[src/rtl/miq_issue_arbiter.sv]
// ---------------------------------------------------------------------------
// miq_issue_arbiter
//   Consumer end of the two bank outputs of the banked in-order issue queue.
//   Each cycle picks the older of the two bank heads (by active-list age
//   relative to old_front) and loads it into a single registered issue slot
//   that drives the memory pipe. A held op younger than or equal to the
//   recall boundary is squashed on if_recall, and bank handshakes are
//   suppressed while stalled, during a recall and for one cycle after it.
//
// Ports
//   clk, reset            clock (rising edge), asynchronous active-high reset
//   ext_stall             global stall, blocks bank handshakes
//   if_recall             branch recall pulse
//   old_front             oldest live active-list entry (age origin)
//   new_front             recall boundary
//   i_valid[1:0]          bank head valid
//   i_al_addr/op/base/src/imm [2]  bank head fields
//   o_ready[1:0]          bank head consumed this cycle (combinational)
//   m_valid, m_al_addr, m_op, m_base, m_src, m_imm  issue slot
//   m_ready               memory pipe accepts the slot this cycle
// ---------------------------------------------------------------------------
module miq_issue_arbiter #(
    parameter int unsigned AL_ADDR_W = 6,
    parameter int unsigned PREG_W    = 7,
    parameter int unsigned IMM_W     = 32,
    parameter int unsigned OP_W      = 4
) (
    input  logic                 clk,
    input  logic                 reset,
    input  logic                 ext_stall,
    input  logic                 if_recall,
    input  logic [AL_ADDR_W-1:0] old_front,
    input  logic [AL_ADDR_W-1:0] new_front,
    input  logic [1:0]           i_valid,
    input  logic [AL_ADDR_W-1:0] i_al_addr [2],
    input  logic [OP_W-1:0]      i_op      [2],
    input  logic [PREG_W-1:0]    i_base    [2],
    input  logic [PREG_W-1:0]    i_src     [2],
    input  logic [IMM_W-1:0]     i_imm     [2],
    output logic [1:0]           o_ready,
    output logic                 m_valid,
    output logic [AL_ADDR_W-1:0] m_al_addr,
    output logic [OP_W-1:0]      m_op,
    output logic [PREG_W-1:0]    m_base,
    output logic [PREG_W-1:0]    m_src,
    output logic [IMM_W-1:0]     m_imm,
    input  logic                 m_ready
);

    logic                 valid_q,  valid_d;
    logic [AL_ADDR_W-1:0] al_q,     al_d;
    logic [OP_W-1:0]      op_q,     op_d;
    logic [PREG_W-1:0]    base_q,   base_d;
    logic [PREG_W-1:0]    src_q,    src_d;
    logic [IMM_W-1:0]     imm_q,    imm_d;
    logic                 recall_q;

    logic [AL_ADDR_W-1:0] age0, age1, age_m, age_nf;
    logic [1:0]           grant;
    logic                 slot_free;
    logic                 squash;
    logic                 sel;

    // Modular distance from old_front; wraps naturally at 2^AL_ADDR_W.
    always_comb begin
        age0   = i_al_addr[0] - old_front;
        age1   = i_al_addr[1] - old_front;
        age_m  = al_q - old_front;
        age_nf = new_front - old_front;
    end

    // Single arbitration point; equal ages fall to bank 0.
    always_comb begin
        grant = '0;
        if (i_valid[0] && i_valid[1]) begin
            if (age1 < age0) grant = 2'b10;
            else             grant = 2'b01;
        end else if (i_valid[0]) begin
            grant = 2'b01;
        end else if (i_valid[1]) begin
            grant = 2'b10;
        end
    end

    always_comb begin
        slot_free = !valid_q || m_ready;
        o_ready   = '0;
        if (slot_free && !ext_stall && !if_recall && !recall_q && !reset)
            o_ready = grant;
        squash = if_recall && valid_q && (age_m >= age_nf);
        sel    = o_ready[1];
    end

    always_comb begin
        valid_d = valid_q;
        al_d    = al_q;
        op_d    = op_q;
        base_d  = base_q;
        src_d   = src_q;
        imm_d   = imm_q;
        if (|o_ready) begin
            // Drain and refill share this branch, so m_ready needs no special case here.
            valid_d = 1'b1;
            al_d    = i_al_addr[sel];
            op_d    = i_op[sel];
            base_d  = i_base[sel];
            src_d   = i_src[sel];
            imm_d   = i_imm[sel];
        end else if (squash) begin
            valid_d = 1'b0;
        end else if (valid_q && m_ready) begin
            valid_d = 1'b0;
        end
    end

    always_ff @(posedge clk or posedge reset) begin
        if (reset) begin
            valid_q  <= 1'b0;
            al_q     <= '0;
            op_q     <= '0;
            base_q   <= '0;
            src_q    <= '0;
            imm_q    <= '0;
            recall_q <= 1'b0;
        end else begin
            valid_q  <= valid_d;
            al_q     <= al_d;
            op_q     <= op_d;
            base_q   <= base_d;
            src_q    <= src_d;
            imm_q    <= imm_d;
            recall_q <= if_recall;
        end
    end

    assign m_valid   = valid_q;
    assign m_al_addr = al_q;
    assign m_op      = op_q;
    assign m_base    = base_q;
    assign m_src     = src_q;
    assign m_imm     = imm_q;

endmodule
[config.mk]
export PLATFORM = sky130hd
export DESIGN_NAME = miq_issue_arbiter
export DESIGN_NICKNAME = d
export VERILOG_FILES = /design/src/rtl/miq_issue_arbiter.sv
export SDC_FILE = /design/constraint.sdc
export NUM_CORES = 1
export LEC_CHECK = 0
export CAP_MARGIN = 25
export CELL_PAD_IN_SITES_DETAIL_PLACEMENT = 1
export CELL_PAD_IN_SITES_GLOBAL_PLACEMENT = 2
export CORE_ASPECT_RATIO = 1.4
export CORE_UTILIZATION = 28
export DETAILED_ROUTE_END_ITERATION = 8
export GPL_TIMING_DRIVEN = 0
export PLACE_DENSITY_LB_ADDON = 0.1
export SYNTH_ARGS = -nofsm -noshare
export SYNTH_HDL_FRONTEND = slang
export SYNTH_SLANG_ARGS = --single-unit
[constraint.sdc]
create_clock -name clk -period 7.5 [get_ports clk]
set_input_delay 1.875 -clock clk [delete_from_list [all_inputs] [get_ports clk]]
set_output_delay 1.875 -clock clk [all_outputs]
set_load 0.01 [all_outputs]
==> summary.md, run 1 <==
The run finished with clean final reports. The logs give 0 for the number of antenna violations at the first check in global routing and 28650 µm for the wire length of the first global-routing pass. Entering global routing, the biggest net connects 59 pins. Cells with a size suffix above 1 make up 15.49% of the layout. Counting distinct cell types in the post-synthesis netlist gives 40. The worst register-to-register path has a depth of 9. After clock tree synthesis, the flow added hold-fix buffers numbering 0. In this run the vertical extent of the chip is 157.6 µm. After synthesis, the largest family of logic cells by area is compound AO/OA/AOI/OAI gates.

The global-route track usage on met1 is 22.87%, and the share of the clock period used by the worst path is 96.99%. In this run the cell area of the synthesized design comes to 4843 µm². For this design the static power due to leakage is 3.141 nW. The number of clock buffers added by TritonCTS is 9.

The floorplan step defined a die boundary enclosing 17830 µm². After clock tree synthesis, the clock-pin slew on the worst setup and hold paths is 0.05 ns. The instance count of the mapped netlist came out at 528. In the layout the commonest cells are sky130_fd_sc_hd__clkdlybuf4s50_1, sky130_fd_sc_hd__inv_1, sky130_fd_sc_hd__nand2_1. The overall fraction of global-route tracks in use came out at 20.87%.

The tools report the count of pins on the block boundary as 190. The class of the tightest hold or removal check is reg -> reg. The number of max-capacitance violations reported was 0; the total power divided by cell area was 236.8 nW/µm². Counting flops and latches in the post-synthesis netlist gives 58. The worst register-to-register path ends at m_valid. When the netlist entered floorplanning its net count stood at 693.

The worst hold path passes through 2 cells. In the final routed layout, each cell accounts on average for 19.35 µm. The H-tree was split into 3 levels. Dividing the detail-routed via count by the number of cells gives 5.325. The first detailed-routing pass took 4 iterations.

After synthesis, the share of cell area in mux cells is 0%. Of the total synthesized cell area, the portion taken by full adders, half adders and majority gates is 9.403%. The complex-gate fraction of the synthesized area is 37.59%, and the XOR/XNOR share of the synthesized area is 2.712%. Growth of design area from synthesis to finish: 51.07%.

The startpoint of the most critical setup path was old_front[1]. Summed over all layers, the global routing overflow is 0. Endpoint class of the critical path: a primary output. The final antenna diode count is 0.

Leaving out fill and tap cells, the most frequent cell in the layout is sky130_fd_sc_hd__clkdlybuf4s50_1. The number of pins with negative max-slew slack in the final report was 0; the met3 usage was 4.326%. The smallest clock period supported by the final layout is computed as 7.274 ns.

Setup violations remaining at the end of the flow were counted as 0. The floorplan has 56 rows. The data arrival time of the critical path is 5.40 ns, and the final cell count without fillers is 939. The dominant synthesized flop cell was sky130_fd_sc_hd__dfrtp_1. The type of the setup path with the least slack is in -> out.

Of the total synthesized cell area, the portion taken by AND, OR, NAND and NOR gates is 8.912%. The detailed router finished its first iteration with 211 violations. TritonCTS built the clock tree. At the pin with the least slew margin, the transition time is 0.8166 ns.

At the end of routability-driven placement, the weighted congestion stood at 0.7836. The number of flops mapped to enable cells by yosys is 0. The proportion of synthesized flip-flops having asynchronous set or reset is 100.0%, and the number of placed instances, taps included is 921. Setup repair after global routing left no endpoint under its margin. The detail route stage leaves a number of antenna-violating nets equal to 0. VDD sags by at most 0.09115 mV. The final core utilization was 43.51%; the via total after detailed routing was 5000. The relative slew slack was 45.56%.

The global-route layer with the greatest usage was met2. The number of hold violations in the final report is 0. Buffers placed on the I/O ports in this run total 189. Summed over all nets, the half-perimeter wirelength after detailed placement is 13810 µm.

The via count of the first global-routing pass was 5530. The tools report the critical path launch point type as a primary input. For this block, the routed nets add up to 18170 µm of wire. In the routed design, unresolved DRC markers number 0. For met2 alone, demand over resource in global routing was 40.05%. For this configuration, the core starts out at a cell density of 28.80%.

Critical path capture point: o_ready[1]. The chip width is 113.2 µm. For this run, the top clock speed supported by timing is 0.1375 GHz. STA puts the critical path data required time at 5.62 ns. The logs give 0.33 ns for the source-to-sink clock delay at the later pin of the worst-skew pair and 5.01 ns for the flop-to-flop setup slack.

The largest fanout of any net on the critical path is 10. A synthesized cell averages 9.173 µm². For the final routed database, the setup TNS stands at 0 ns.

The run gives 897 as the number of nets in the layout. The clock drives 58 sinks. The logs give 16820 µm² for the area of the core region and 29.97% for the sequential area share after synthesis.

The deepest clock path buffer count came out at 2. Fill cells in the final layout number 1967. The tree is rooted in a sky130_fd_sc_hd__clkbuf_16. The startpoint identified for the worst register-to-register timing path is m_al_addr[1].

The setup clock skew after layout was 0.004060 ns; the number of synthesis warnings was 0.
worst max-delay path, cell delays in order:
cell	delay (ns)
sky130_fd_sc_hd__clkdlybuf4s50_1	0.51
sky130_fd_sc_hd__clkinvlp_4	0.18
sky130_fd_sc_hd__ha_1	0.32
sky130_fd_sc_hd__nor2b_1	0.13
sky130_fd_sc_hd__o21ai_1	0.09
sky130_fd_sc_hd__a21boi_2	0.20
sky130_fd_sc_hd__nor4_1	0.06
sky130_fd_sc_hd__a311o_1	0.33
sky130_fd_sc_hd__ha_1	0.36
sky130_fd_sc_hd__and4_1	0.18
sky130_fd_sc_hd__and2_1	0.15
sky130_fd_sc_hd__buf_2	0.20
sky130_fd_sc_hd__a21o_1	0.20
sky130_fd_sc_hd__buf_4	0.18
sky130_fd_sc_hd__nor2_4	0.14
sky130_fd_sc_hd__dlygate4sd2_1	0.29
worst min-delay path by stage:
stage               startpoint         to  slack, ns
floorplan            m_base[0]  m_base[0]       0.55
global placement       m_op[1]    m_op[1]       0.49
detailed placement   m_imm[27]  m_imm[27]       0.50
CTS                  m_imm[27]  m_imm[27]       0.52
global route          m_imm[2]   m_imm[2]       0.55
finish               m_imm[27]  m_imm[27]       0.51
final cells by class:
type,count,area [µm²],share of cell area (%)
Multi-Input combinational cell,347,2859,39.07
Timing Repair Buffer,193,1921,26.25
Sequential cell,58,1451,19.84
Inverter,77,295.3,4.036
Buffer,46,264.0,3.608
Clock buffer,13,260.3,3.557
Tap cell,203,254.0,3.471
Clock inverter,2,12.51,0.1710
routing by layer:
| metal | vias up | share of wire, % |
|---|---|---|
| met2 | 119 | 55 |
| li1 | 2395 | - |
| met5 | - | 0 |
| met4 | 0 | 1.2 |
| met1 | 2472 | 39 |
| met3 | 14 | 4.5 |
sequential cells by signal, summed over array words and instances (netlist names):
name / cells
m_src: 7
m_base: 7
m_valid: 1
m_imm: 32
recall_q: 1
m_al_addr: 6
m_op: 4
where the power goes:
part | switching, mW | leakage, nW | internal (mW) | total (mW)
clock network | 0.156 | 0.132 | 0.240 | 0.396
logic | 0.428 | 2.31 | 0.417 | 0.845
registers | 0.0756 | 0.704 | 0.416 | 0.492
total | 0.660 | 3.14 | 1.07 | 1.73
synthesized netlist by cell type, types with 5 or more instances:
cell type / instances / area share [%]
sky130_fd_sc_hd__a31oi_1: 54 / 7.0
sky130_fd_sc_hd__clkbuf_1: 7 / 0.54
sky130_fd_sc_hd__o21ai_0: 9 / 0.93
sky130_fd_sc_hd__dfrtp_1: 58 / 30
sky130_fd_sc_hd__ha_1: 30 / 7.7
sky130_fd_sc_hd__xnor2_1: 6 / 1.1
sky130_fd_sc_hd__a22oi_1: 54 / 8.4
sky130_fd_sc_hd__nand2_1: 65 / 5.0
sky130_fd_sc_hd__a2111oi_2: 50 / 15
sky130_fd_sc_hd__clkbuf_2: 5 / 0.52
sky130_fd_sc_hd__xor2_1: 9 / 1.6
sky130_fd_sc_hd__buf_6: 6 / 1.4
sky130_fd_sc_hd__a21oi_1: 12 / 1.2
sky130_fd_sc_hd__inv_1: 77 / 6.0
sky130_fd_sc_hd__and2_1: 7 / 0.90
sky130_fd_sc_hd__buf_2: 26 / 2.7
sky130_fd_sc_hd__a2111oi_0: 5 / 0.90
cell families after synthesis:
logic type | after synthesis
XOR/XNOR | 15
AND/OR/NAND/NOR | 93
buffers and inverters | 123
AO/OA/AOI/OAI | 205
flip-flops | 58
adder cells (fa/ha/maj) | 34
repair_timing:
item	4_1_cts	5_1_grt
endpoints found under the hold margin	0	0
endpoints found under the setup margin	1	2
pin swaps	1	1
setup buffers	1	2
resized for setup	5	5
through the flow:
stage	hold slack, ns	area, µm²	setup WS, ns	total power [mW]
floorplan	0.5514	4843	1.154	0.9141
global placement	0.4937	6989	-0.2019	1.317
detailed placement	0.5046	6999	-0.3021	1.343
CTS	0.5178	7289	0.09000	1.757
global route	0.5507	7317	0.001618	1.852
finish	0.5114	7317	0.2260	1.733
(Power assumes the default switching activity.)
==> run 2: changes to the inputs <==
Settings changed: CORE_ASPECT_RATIO 1.4 to 0.9, CORE_UTILIZATION 28 to 26.
Clock period 7.5 ns to 7.6 ns, I/O delays scaled along.
==> summary.md, run 2 (synthesis results as in run 1) <==
The critical path launch point type was a primary input. In this run the standard cell core region covers 17900 µm². The data arrival time of the critical path was 5.45 ns; the remaining number of nets flagged by the antenna check after routing was 0.

Setup repair after global routing left no endpoint under its margin. The cell with the largest stage delay on the worst path was sky130_fd_sc_hd__clkdlybuf4s50_1. The post-route netlist has 15.51% of its cells at a drive strength greater than 1. Post-detailed-route wirelength per cell: 19.17 µm. In the routed layout, each cell is associated on average with a via count of 5.128. The later pin in the worst-skew pair is clocked with a latency of 0.35 ns.

Number of iterations in the first detailed-routing pass: 4. The clock drives 58 sinks. The min-delay analysis places its worst path in the category reg -> reg. Summed over all layers, the routed wires come to 18690 µm. Of the total power, combinational logic draws 47.0%.

For the count of standard-cell rows, the log shows 46. Global routing used 27.56% of the available met1 tracks. The die covers 19180 µm². Once detailed placement completed, the half-perimeter wirelength came to 13810 µm. The wire length of the first global-routing pass is 30370 µm. From synthesis to final layout, the design area changed by 52.60%. The register with the most flip-flops in the layout has 32 of them.

The critical path data required time came out at 5.70 ns. The tools report the number of pins with negative max-slew slack in the final report as 0. Minimum clock period after layout: 7.353 ns. TritonCTS built the clock tree. Cell internal power was estimated by the tool at 1.116 mW. The run gives 209 as the initial DRC count. The starting density of the core was 27.06%. The kind of cell with the highest combined delay along the critical path is compound AO/OA/AOI/OAI gates.

Max-cap violations in this run came to 0. The net count of the finished layout is 895. Timing analysis after detailed placement gives a worst setup slack of -0.3424 ns.

The total global routing overflow was 0. The total power divided by cell area came out at 239.6 nW/µm². Type of the setup path with the least slack: in -> out. The analysis attributes to net switching a power of 0.6552 mW. Biggest cell delay along the critical path: 0.64 ns. The depth of the worst register-to-register path is 9. The run finished with clean final reports.

Via count of the first global-routing pass: 5437. The die is 131.5 µm tall. The die is 145.9 µm wide. Registers are responsible for 27.6% of the overall power.

VDD sags by at most 0.1063 mV. In the global route stage, met2 resource usage came out at 31.61%. Relative contribution of the clock network to total power: 25.4%. For the pin with the worst max-slew slack, the measured transition is 0.8328 ns. Timing would allow up to 0.1360 GHz.

The final-report setup violation count came out at 0. Master cell of the clock root buffer: sky130_fd_sc_hd__clkbuf_16. The number of hold violations in the final report was 0; the maximum level of the CTS H-tree was 3. The number of buffers inserted by port buffering works out to 189. In the layout the commonest cells are sky130_fd_sc_hd__clkdlybuf4s50_1, sky130_fd_sc_hd__inv_1, sky130_fd_sc_hd__nand2_1. For flop-to-flop paths, the worst setup slack is 4.99 ns. The overall fraction of global-route tracks in use was 20.21%; the number of clock buffers inserted by TritonCTS was 9. met2 is the most crowded layer. The signal on the critical path passes through clkdlybuf4s50_1, clkinvlp_4, ha_1, nor2b_1, o21ai_1, a21boi_2, a311o_1, ha_1, nand2_1, o21ai_0, a21oi_1, a21oi_1, clkdlybuf4s50_1. The buffering stage count on the worst path with inverters included came out at 3. After clock tree synthesis, the clock-pin slew on the worst setup and hold paths is 0.05 ns. Along the worst path, the maximum fanout reaches 4. 0 antenna diodes ended up in the layout. The met3 usage was 4.931%. For the count of pins on the block boundary, the log shows 190. The number of antenna violations at the first check in global routing is 0, and the setup clock skew after layout is 0.009316 ns.

Setup total negative slack on the finished layout was measured at 0 ns. Entering global routing, the biggest net connects 59 pins. The congestion estimate from routability-driven global placement came to 0.7956. Hold timing on the final database bottoms out at a slack of 0.5113 ns.

Setup slack on the critical path of the routed design comes to 0.2472 ns. In this run the deepest clock path goes through 2 buffers. Relative slew slack: 44.48%. The analysis attributes to cell leakage a power of 3.156 nW.

The library cell used most frequently in the layout, excluding fill and tap cells, is sky130_fd_sc_hd__clkdlybuf4s50_1. Along the worst hold path, the cell count comes to 2. The critical path crosses 13 cells after its start point. The final route contains 5000 vias.

After layout, the worst path uses 96.75% of the clock period. Net switching is 36.99% of the power. The run gives 0 as the number of remaining DRC errors. The tools report the endpoint class of the critical path as a primary output.
run 2: metal layers:
| layer | wire, µm | vias to the layer above | share of wire [%] |
|---|---|---|---|
| li1 | - | 2393 | - |
| met1 | 9073 | 2425 | 49 |
| met2 | 8319 | 160 | 45 |
| met3 | 1009 | 22 | 5.4 |
| met4 | 289 | 0 | 1.5 |
| met5 | 0 | - | 0 |
run 2: through the flow:
step / total power, mW / util [%] / area [µm²] / std cells
final: 1.771 / 41.29 / 7391 / 975
after floorplan: 0.9021 / - / 4843 / 528
after detailed placement: 1.322 / 39.32 / 7038 / 957
after CTS: 1.792 / 41.25 / 7383 / 974
after global placement: 1.300 / 39.31 / 7036 / 957
after global routing: 1.885 / 41.29 / 7391 / 975
run 2: timing repair:
item / 4_1_cts / 5_1_grt
hold buffers: 0 / 0
resized for setup: 9 / 0
setup buffers: 1 / 0
endpoints found under the hold margin: 0 / 0
endpoints found under the setup margin: 1 / 0
run 2: cell type report:
cell class                      count  area (µm²)
Multi-Input combinational cell    347        2854
Clock buffer                       11       242.7
Tap cell                          240       300.3
Fill cell                        2051       10510
Sequential cell                    58        1451
Inverter                           77       295.3
Timing Repair Buffer              191        1906
Clock inverter                      5       77.57
Buffer                             46       264.0
run 2: worst paths after layout:
check / start / end
max in group asynchronous: reset / m_base[2]
hold reg to reg: m_imm[2] / m_imm[2]
setup / recovery: old_front[1] / o_ready[0]
hold / removal: m_imm[2] / m_imm[2]
setup reg to reg: m_al_addr[2] / m_valid
min in group asynchronous: reset / recall_q
run 2: power groups by stage:
| stage | clock [mW] | combinational (mW) | sequential (mW) |
|---|---|---|---|
| after floorplan | 0 | 0.383 | 0.519 |
| after global placement | 0 | 0.810 | 0.490 |
| after detailed placement | 0 | 0.832 | 0.490 |
| after CTS | 0.462 | 0.841 | 0.489 |
| after global routing | 0.473 | 0.911 | 0.502 |
| final | 0.450 | 0.832 | 0.489 |
run 2: worst register-to-register path, stage by stage (launching register included):
cell and delay, ns:
sky130_fd_sc_hd__dfrtp_1 0.46, sky130_fd_sc_hd__ha_1 0.36, sky130_fd_sc_hd__inv_1 0.05, sky130_fd_sc_hd__o21ai_0 0.37, sky130_fd_sc_hd__a2111oi_0 0.18, sky130_fd_sc_hd__or3_1 0.37
sky130_fd_sc_hd__ha_1 0.32, sky130_fd_sc_hd__a21o_1 0.19, sky130_fd_sc_hd__a21oi_1 0.14, sky130_fd_sc_hd__a21o_1 0.12
